<file path="src/rtl/psddivide_sched.sv">
// rtl/psddivide_sched.sv - round-robin scheduler and sequencer for a shared sequential divider
module psddivide_sched #(
   parameter int DIV_CYCLES = 32,
   parameter int CNT_W      = 6
) (
   input  logic        clock,
   input  logic        reset,
   input  logic        req0_valid,
   output logic        req0_ready,
   input  logic [31:0] req0_dividend,
   input  logic [31:0] req0_divisor,
   input  logic        req1_valid,
   output logic        req1_ready,
   input  logic [31:0] req1_dividend,
   input  logic [31:0] req1_divisor,
   output logic        rsp_valid,
   input  logic        rsp_ready,
   output logic        rsp_id,
   output logic [31:0] rsp_quotient,
   output logic [31:0] rsp_rest,
   output logic        rsp_dbz,
   output logic        busy,
   output logic        div_start,
   output logic        div_stop,
   output logic [31:0] div_dividend,
   output logic [31:0] div_divisor,
   input  logic [31:0] div_quotient,
   input  logic [31:0] div_rest
);

   typedef enum logic [2:0] {
      IDLE  = 3'd0,
      START = 3'd1,
      RUN   = 3'd2,
      STOP  = 3'd3,
      CAPT  = 3'd4,
      RESP  = 3'd5
   } state_t;

   // Last RUN cycle index: the counter runs 0..CNT_LAST, i.e. DIV_CYCLES cycles.
   localparam logic [CNT_W-1:0] CNT_LAST = CNT_W'(DIV_CYCLES - 1);

   state_t           state;
   state_t           state_next;
   logic [CNT_W-1:0] count;
   // Requester favoured when both are valid; flips away from whoever was just granted.
   logic             rr_favour;
   logic             accept;
   logic             grant_id;
   logic [31:0]      grant_dividend;
   logic [31:0]      grant_divisor;
   logic             grant_dbz;

   // Arbitration: only in IDLE, single valid wins outright, ties go to the favoured side.
   always_comb begin
      accept   = 1'b0;
      grant_id = 1'b0;
      if (state == IDLE) begin
         if (req0_valid && req1_valid) begin
            accept   = 1'b1;
            grant_id = rr_favour;
         end else if (req0_valid) begin
            accept   = 1'b1;
            grant_id = 1'b0;
         end else if (req1_valid) begin
            accept   = 1'b1;
            grant_id = 1'b1;
         end
      end
   end

   assign req0_ready     = accept && !grant_id;
   assign req1_ready     = accept && grant_id;
   assign grant_dividend = grant_id ? req1_dividend : req0_dividend;
   assign grant_divisor  = grant_id ? req1_divisor  : req0_divisor;
   assign grant_dbz      = (grant_divisor == 32'd0);

   // State register; reset abandons any division in flight.
   always_ff @(posedge clock) begin
      if (reset) begin
         state <= IDLE;
      end else begin
         state <= state_next;
      end
   end

   // Next-state and strobe/status decode.
   always_comb begin
      state_next = state;
      div_start  = 1'b0;
      div_stop   = 1'b0;
      rsp_valid  = 1'b0;
      busy       = (state != IDLE);
      case (state)
         IDLE: begin
            if (accept) begin
               state_next = grant_dbz ? RESP : START;
            end
         end
         START: begin
            div_start  = 1'b1;
            state_next = RUN;
         end
         RUN: begin
            if (count == CNT_LAST) begin
               state_next = STOP;
            end
         end
         STOP: begin
            div_stop   = 1'b1;
            state_next = CAPT;
         end
         CAPT: begin
            state_next = RESP;
         end
         RESP: begin
            rsp_valid = 1'b1;
            if (rsp_ready) begin
               state_next = IDLE;
            end
         end
         default: begin
            state_next = IDLE;
         end
      endcase
   end

   // Iteration counter: cleared on the start cycle, saturates at the last RUN index.
   always_ff @(posedge clock) begin
      if (reset) begin
         count <= '0;
      end else if (state == START) begin
         count <= '0;
      end else if (state == RUN && count != CNT_LAST) begin
         count <= count + 1'b1;
      end
   end

   // Operand hold, requester tagging and round-robin update at accept.
   always_ff @(posedge clock) begin
      if (reset) begin
         div_dividend <= '0;
         div_divisor  <= '0;
         rsp_id       <= 1'b0;
         rr_favour    <= 1'b0;
      end else if (accept) begin
         div_dividend <= grant_dividend;
         div_divisor  <= grant_divisor;
         rsp_id       <= grant_id;
         rr_favour    <= ~grant_id;
      end
   end

   // Result registers: divide-by-zero resolved at accept, normal results taken in CAPT.
   always_ff @(posedge clock) begin
      if (reset) begin
         rsp_quotient <= '0;
         rsp_rest     <= '0;
         rsp_dbz      <= 1'b0;
      end else if (accept && grant_dbz) begin
         rsp_quotient <= 32'hFFFF_FFFF;
         rsp_rest     <= grant_dividend;
         rsp_dbz      <= 1'b1;
      end else if (state == CAPT) begin
         rsp_quotient <= div_quotient;
         rsp_rest     <= div_rest;
         rsp_dbz      <= 1'b0;
      end
   end

endmodule
</file>
<file path="config.mk">
export PLATFORM = sky130hd
export DESIGN_NAME = psddivide_sched
export DESIGN_NICKNAME = d
export VERILOG_FILES = /design/src/rtl/psddivide_sched.sv
export SDC_FILE = /design/constraint.sdc
export NUM_CORES = 1
export LEC_CHECK = 0
export CAP_MARGIN = 15
export CORE_AREA = 2 2 161 100
export DETAILED_ROUTE_END_ITERATION = 16
export DIE_AREA = 0 0 163 102
export PLACE_DENSITY = 0.86
export SETUP_SLACK_MARGIN = 0.4
export SLEW_MARGIN = 10
export SYNTH_ARGS = -nofsm -noshare
export SYNTH_HDL_FRONTEND = slang
export SYNTH_SLANG_ARGS = --single-unit
</file>
<file path="constraint.sdc">
create_clock -name clock -period 5.1 [get_ports clock]
set_input_delay 0.765 -clock clock [delete_from_list [all_inputs] [get_ports clock]]
set_output_delay 0.765 -clock clock [all_outputs]
set_load 0.05 [all_outputs]
</file>
* After elaboration in Yosys (flattened, before gate mapping)
Index checks and enable logic that the tools add are counted.
Widths: inputs -> output; s select.
** Cells by class
- Add/subtract/negate cells :: 1
- Equality and inequality tests :: 10
- Multiplexer cells :: 23
- Bitwise logic cells :: 1
- Reduce and logical (&&, ||, !) cells :: 12
** Operator list (count)
- $mux 32 :: 6
- $logic_not 32->1 :: 1
- $pmux 3 s6 :: 1
- $mux 1 :: 12
- $mux 3 :: 4
- $add 6x1->6 const B :: 1
- $eq 3x2->1 const B :: 2
- $eq 3x3->1 const B :: 2
- $eq 6x5->1 const B :: 1
- $ne 2x2->1 const B :: 3
- $ne 6x5->1 const B :: 1
- $logic_and 1x1->1 :: 5
- $eq 3x1->1 const B :: 1
- $logic_not 3->1 :: 1
- $reduce_and 3->1 :: 1
- $reduce_bool 3->1 :: 1
- $reduce_bool 2->1 :: 1
- $reduce_or 2->1 :: 1
- $logic_not 1->1 :: 1
- $not 1->1 :: 1
** Storage, ports and cells
- Register bits after elaboration :: 140
- Input port bits :: 197
- Output and inout bits :: 136
- Logic and storage cells :: 56

* Logic depth before layout (Yosys ltp)
Gate-level depths: netlist (run 1).
- Depth in word-level cells :: 9
- Mapped depth :: 10
- Gate-level depth less buffers :: 6

* Worst setup path after synthesis (run 1)
No wires, ideal clock.
- Path type :: input -> output
- From :: in req0_valid
- To :: out req0_ready
- Data arrival time :: 2.186 ns
- Data required time :: 4.335 ns
- Path slack :: 2.149 ns
- Stages on the path :: 5
- Path buffers :: 1
- Cell sequence :: nand2b_1 -> nand3_1 -> inv_2 -> buf_1 -> nor2_1
** On the way
- Cells in the longest elaborated chain, start to end :: 5
- Elaborated cells between the ends (all ways) :: 9
- Those cells by class :: 6 x mux; 3 x reduce/logical
** Ends and longest elaborated chain
- start, declared :: line 8 : input logic req0_valid,
- $mux 1 / $logic_and 1x1->1 (equally long branches) :: line 62, 59
- $mux 1 :: line 59 : if (req0_valid && req1_valid) begin
- $mux 1 :: line 58 : if (state == IDLE) begin
- $logic_not 1->1 :: line 72 : assign req0_ready = accept && !grant_id;
- $logic_and 1x1->1 * :: line 72
- end, declared :: line 9 : output logic req0_ready,
Every way passes the cells marked *; elsewhere a longest branch is shown, timed or not.

* Worst setup path after layout (run 1)
- From :: in req0_valid
- To :: out req1_ready
** On the way
- Cells in the longest elaborated chain, start to end :: 4
- Elaborated cells between the ends (all ways) :: 8
- Those cells by class :: 6 x mux; 2 x reduce/logical
** Ends and longest elaborated chain
- $mux 1 / $logic_and 1x1->1 (equally long branches) :: line 62, 59
- $mux 1 :: line 59
- $mux 1 :: line 58
- $logic_and 1x1->1 * :: line 73 : assign req1_ready = accept && grant_id;
- end, declared :: line 13 : output logic req1_ready,
Marks and branches as above.

==> results_dict.tcl, run 1 <==
set metrics [dict create \
    ys_ff_latch 140 \
    ys_seq_area_frac 0.427 \
    drive_gt1_frac 0.110 \
    ios 333 \
    worst_skew_pair.late_latency_ps 410 \
    wl_met2_um 10500 \
    reg2reg_depth 7 \
    power_frac_seq 0.267 \
    fin_cells 1244 \
    grt_setup_unrepaired "false" \
    final_util 0.696 \
    drt_first_pass_iters 6 \
    r2r-start "state[2]" \
    grt_pass1_vias 6386 \
    grt_usage 0.263 \
    cts_made_buffers 17 \
    skew_ps 14.5 \
    r2r_slack_ps 1770 \
    p_int_mw 3.28 \
    die_x_um 163 \
    hold_slack_ps 467 \
    p_sw_frac 0.452 \
    status "complete, no violations" \
    yosysWarnings 0 \
    min_path_type "register to register" \
    portBuffers 332 \
    core.rowCount 35 \
    grt_max_degree 130 \
    p_leak_nw 3.89 \
    fp.dieArea_um2 16600 \
    synth_area_leaders "dfxtp_1 43%, a211oi_2 9.3%, nor2_1 9.0%" \
    fp.coreArea_um2 15100 \
    ctsHtreeMaxLevel 4 \
    vdd_drop_max_mv 0.376 \
    area_growth_pct 60.0 \
    worstPathRequired_ps 4340 \
    first_iter_violations 390 \
    slew_headroom 0.290 \
    grt_pass1_wl_um 34200 \
    wire_per_inst_um 18.0 \
    top_layer "met4" \
    hold_buffers 0 \
    setup_viol 0 \
    crit_type "input port to output pin" \
    synth_cell_type_count 38 \
    cts.sinks 140 \
    crit_path_end_kind "output pin" \
    path_max_fanout 37 \
    crit_path_start_kind "input port" \
    final_nets 1229 \
    synth_area_per_cell_um2 8.82 \
    ctsResizeCount 0 \
    switching_power_mw 2.71 \
    synth_top_cell_area_share 0.427 \
    timing.final.max_slew_violations 0 \
    cts_root_buffer "clkbuf_16" \
    antenna_found_initial 0 \
    stdcell_area_um2 10500 \
    ant_nets 0 \
    postPlaceCellArea_um2 9920 \
    crit_start "req0_valid" \
    clock.fmax_ghz 0.273 \
    clockBufferDepth 2 \
    die_y_um 102 \
    min_period_over_period 0.718 \
    place.gp.congestion 0.954 \
    period_minus_slack_ps 3660 \
    synthCells 745 \
    wl_met1_um 9410 \
    final_hold_viol_count 0 \
    endpoint "req1_ready" \
    num_vias 6759 \
    wirelength_um 22400 \
    yosysTopAreaCell "dfxtp_1" \
    drv_cap 0 \
    syn_area_um2 6570 \
    diodes 0 \
    clkPwrFrac 0.208 \
    synth_nets 943 \
    via_per_inst 5.43 \
    tightest_slew_ps 1070 \
    worst_ep_arrival_time_ps 2900 \
    met3_length_um 2120 \
    r2r-end "rsp_quotient[10]" \
    initial_utilization 0.435 \
    combPwrFrac 0.525 \
    post_cts_buffers 0 \
    cts_tree "done" \
    power.density_nw_per_um2 570 \
    dp.cells 1215 \
    path_clk_slew_ps 60 \
    tns_ps 0 \
    post-dp-hpwl_um 16200 \
    drc 0 \
    grt_overflow 0 \
]
[power by group through the flow]
stage                     Sequential, mW  Combinational (mW)  Clock [mW]
after global routing                1.63                3.32        1.32
after CTS                           1.60                3.15        1.27
after global placement              1.60                3.10           0
final                               1.60                3.14        1.25
after floorplan                     2.62                1.08           0
after detailed placement            1.62                3.14           0
[Yosys cell counts]
master and count:
nor2_1 158, dfxtp_1 140, nand2_1 68, clkbuf_1 55
a211oi_2 49, mux2i_1 34, a311oi_1 33, a211oi_1 32
nor3b_1 28, nor3_1 24, a21oi_1 22, mux2_2 17
nor4_1 16, a211o_1 14, nand4_1 8, buf_2 6
buf_6 6, inv_1 5, buf_1 4, xnor2_1 3
xor2_1 3, buf_4 2, nand3_1 2, o21ai_0 2
a21boi_0 1, a221oi_1 1, a31oi_1 1, and2_1 1
and3_1 1, ha_1 1, inv_2 1, nand2b_1 1
nor3_4 1, o21ai_1 1, or2_2 1, or3_1 1
or3b_2 1, or4_1 1
[per-stage QoR]
step	worst slack, ps	power (mW)
detailed placement	1270	4.75
floorplan	2150	3.70
CTS	1470	6.02
global placement	1350	4.70
global route	1360	6.27
finish	1440	5.99
[metal layers]
| layer | global-route usage | vias to the layer above |
|---|---|---|
| met5 | 0 | - |
| met4 | 0.0803 | 0 |
| met3 | 0.0881 | 28 |
| met2 | 0.437 | 301 |
| met1 | 0.328 | 3176 |
| li1 | - | 3254 |
[worst max-delay path: stages]
cell,delay [ps]
clkdlybuf4s50_1,480
nand2b_1,150
nand3_4,90
inv_2,490
clkdlybuf4s50_1,920
[sequential cells by signal, indices dropped and copies added, names as in the netlist]
| register | count |
|---|---|
| div_dividend | 32 |
| div_divisor | 32 |
| rsp_rest | 32 |
| rsp_quotient | 32 |
| rsp_id | 1 |
| state | 3 |
| rsp_dbz | 1 |
| count | 6 |
| rr_favour | 1 |
[cell families after synthesis]
logic type | share of synthesized area
AO/OA/AOI/OAI | 0.215
XOR/XNOR | 0.00800
adder cells (fa/ha/maj) | 0.00190
buffers and inverters | 0.0543
flip-flops | 0.427
multiplexers | 0.0809
AND/OR/NAND/NOR | 0.213
[final cells by class]
cell class	instances	area, µm²
clock buffer	18	439
clock inverter	11	148
fill	1223	4600
inverter	6	22.5
multi-input combinational	526	3450
sequential	140	2800
tap	203	254
timing repair buffer	340	3400
[layout by cell type, fill, tap and decap left out, types with 8 or more instances in the layout]
cell type / Yosys / routed
nor3b_1: 28 / 28
a211oi_1: 32 / 32
nand4_1: 8 / 8
a21oi_1: 22 / 22
mux2i_1: 34 / 34
a311oi_1: 33 / 33
dfxtp_1: 140 / 140
nand2_1: 68 / 68
a211oi_2: 49 / 49
nor2_1: 158 / 157
clkbuf_16: 0 / 17
nor3_1: 24 / 23
clkdlybuf4s50_1: 0 / 331
a211o_1: 14 / 14
nor4_1: 16 / 16
mux2_2: 17 / 17
[worst min-delay path by stage]
stage,cells after the start,startpoint,endpoint,slack [ps]
2_1_floorplan,1,rr_favour,rr_favour,440
3_3_place_gp,2,rsp_dbz,rsp_dbz,440
3_5_place_dp,2,rsp_dbz,rsp_dbz,450
4_1_cts,2,rsp_dbz,rsp_dbz,470
5_1_grt,2,rsp_dbz,rsp_dbz,500
6_report,2,rsp_dbz,rsp_dbz,470
No activity file was read; power rests on OpenSTA's default activity.
==> run 2, diff against run 1 <==
--- a/config.mk
+++ b/config.mk
@@ -6,10 +6,10 @@
 export NUM_CORES = 1
 export LEC_CHECK = 0
 export CAP_MARGIN = 15
-export CORE_AREA = 2 2 161 100
+export CORE_AREA = 2 2 169 105
 export DETAILED_ROUTE_END_ITERATION = 16
-export DIE_AREA = 0 0 163 102
-export PLACE_DENSITY = 0.86
+export DIE_AREA = 0 0 171 107
+export PLACE_DENSITY = 0.79
 export SETUP_SLACK_MARGIN = 0.4
 export SLEW_MARGIN = 10
 export SYNTH_ARGS = -nofsm -noshare
==> constraint.sdc (replaced) <==
create_clock -name clock -period 3.4 [get_ports clock]
set_input_delay 0.51 -clock clock [delete_from_list [all_inputs] [get_ports clock]]
set_output_delay 0.51 -clock clock [all_outputs]
set_load 0.05 [all_outputs]
==> run 2 against run 1 <==
Clock skew decreased by 1.2 ps. Clock power increased by 66%. Via count decreased by 1.2%. Combinational power increased by 50%. Count of clock-buffer cells in the layout increased by 2. Die area increased by 10%. Worst hold slack got worse by 3.7 ps. Utilization decreased by 5.9 points. Critical path depth decreased by 2. Power increased by 53%. Register-to-register slack got worse by 870 ps. First-iteration DRC count increased by 25%. Critical path type is now register to output pin. Largest power group unchanged.
==> results_dict.tcl, run 2 (same netlist as run 1, synthesis figures left out) <==
set metrics [dict create \
    hold_end "rsp_dbz" \
    core.rowCount 37 \
    via_per_inst 5.21 \
    cts_tree "done" \
    clock.fmax_ghz 0.364 \
    ios 333 \
    reg2reg_depth 5 \
    drive_gt1_frac 0.115 \
    drv_cap 0 \
    total_power_mw 9.19 \
    multi_input_area_um2 3440 \
    p_leak_nw 3.96 \
    min_path_type "register to register" \
    min_period_over_period 0.808 \
    wirelength_um 22700 \
    cts.sinks 140 \
    fp.coreArea_um2 16800 \
    cts_root_buffer "clkbuf_16" \
    fillers 1434 \
    hold_slack_ps 463 \
    worstPathRequired_ps 2890 \
    skew_ps 13.3 \
    crit_path_start_kind "register" \
    place.gp.congestion 0.935 \
    clockBufferDepth 2 \
    diodes 0 \
    power.density_nw_per_um2 861 \
    period_minus_slack_ps 2750 \
    slew_headroom 0.322 \
    grt_usage 0.243 \
    r2r-end "rsp_rest[1]" \
    worst_skew_pair.late_latency_ps 410 \
    first_iter_violations 486 \
    seq_area_um2 2800 \
    crit_start "state[0]" \
    worst_ep_arrival_time_ps 2240 \
    vdd_drop_max_mv 0.434 \
    grt_overflow 0 \
    mostFrequentLayoutCell "clkdlybuf4s50_1" \
    dp.cells 1250 \
    tns_ps 0 \
    final_nets 1233 \
    antenna_found_initial 0 \
    postPlaceCellArea_um2 10000 \
    fin_cells 1282 \
    final_util 0.637 \
    r2r_slack_ps 900 \
    setup_viol 0 \
    drt_first_pass_iters 5 \
    fp.dieArea_um2 18300 \
    wire_per_inst_um 17.7 \
    drc 0 \
    ant_nets 0 \
    area_growth_pct 62.3 \
    tightest_slew_ps 1020 \
    portBuffers 332 \
    hp-start "rsp_dbz" \
    hold_path_depth 2 \
    layout_common_cells "328 x clkdlybuf4s50_1, 157 x nor2_1, 140 x dfxtp_1" \
    grt_max_degree 102 \
    status "complete, no violations" \
    timing.final.max_slew_violations 0 \
    cts_made_buffers 17 \
    r2r-start "state[2]" \
    grt_setup_unrepaired "false" \
    path_clk_slew_ps 60 \
    grt_pass1_wl_um 34900 \
    ctsHtreeMaxLevel 4 \
    path_max_fanout 9 \
    initial_utilization 0.392 \
    crit_type "register to output pin" \
    post-dp-hpwl_um 16600 \
    die_x_um 171 \
    die_y_um 107 \
    num_vias 6678 \
    fin_ws_ps 654 \
    grt_pass1_vias 6519 \
    post-place-ws_ps 386 \
    stdcell_area_um2 10700 \
    crit_path_end_kind "output pin" \
    final_hold_viol_count 0 \
]
run 2: cell types whose count changed in the layout (fill, tap and decap cells not counted), moves of 2 or more:
| cell | before | now |
|---|---|---|
| clkbuf_1 | 0 | 2 |
| buf_4 | 7 | 11 |
| clkdlybuf4s50_1 | 331 | 328 |
| buf_12 | 1 | 3 |
| bufinv_16 | 3 | 5 |
| clkinv_4 | 4 | 1 |
| clkinv_2 | 3 | 0 |
| inv_6 | 0 | 4 |
run 2: worst max-delay path, stage by stage, from the launching register on:
cell	delay, ps
dfxtp_1	540
inv_1	190
nor3_1	230
clkdlybuf4s50_1	870
run 2: worst max-delay path by stage:
stage	endpoint	slack, ps	cells after the start
final	div_start	650	3
after global routing	div_start	510	3
after CTS	div_stop	580	3
after detailed placement	rsp_rest[1]	390	6
after global placement	rsp_rest[12]	380	6
after floorplan	req0_ready	840	6
run 2: repair_timing:
item	CTS	global route
resized for setup	0	1
setup buffers	0	0
setup endpoints to repair	0	1
hold buffers	0	0
run 2: cell type report:
| type | instances | area share |
|---|---|---|
| Sequential cell | 140 | 0.263 |
| Clock inverter | 12 | 0.0196 |
| Clock buffer | 20 | 0.0419 |
| Tap cell | 234 | 0.0274 |
| Multi-Input combinational cell | 526 | 0.323 |
| Inverter | 6 | 0.00211 |
| Timing Repair Buffer | 344 | 0.323 |
run 2: power by group:
part           switching, mW  internal [mW]
Sequential             0.275           2.12
Clock                  0.735           1.33
Combinational           3.07           1.65
Total                   4.08           5.11
run 2: metal layers:
| metal | up-vias | wire [µm] | track usage |
|---|---|---|---|
| li1 | 3254 | - | - |
| met1 | 3122 | 9800 | 0.301 |
| met2 | 268 | 10500 | 0.399 |
| met3 | 34 | 2010 | 0.0819 |
| met4 | 0 | 454 | 0.0738 |
| met5 | - | 0 | 0 |
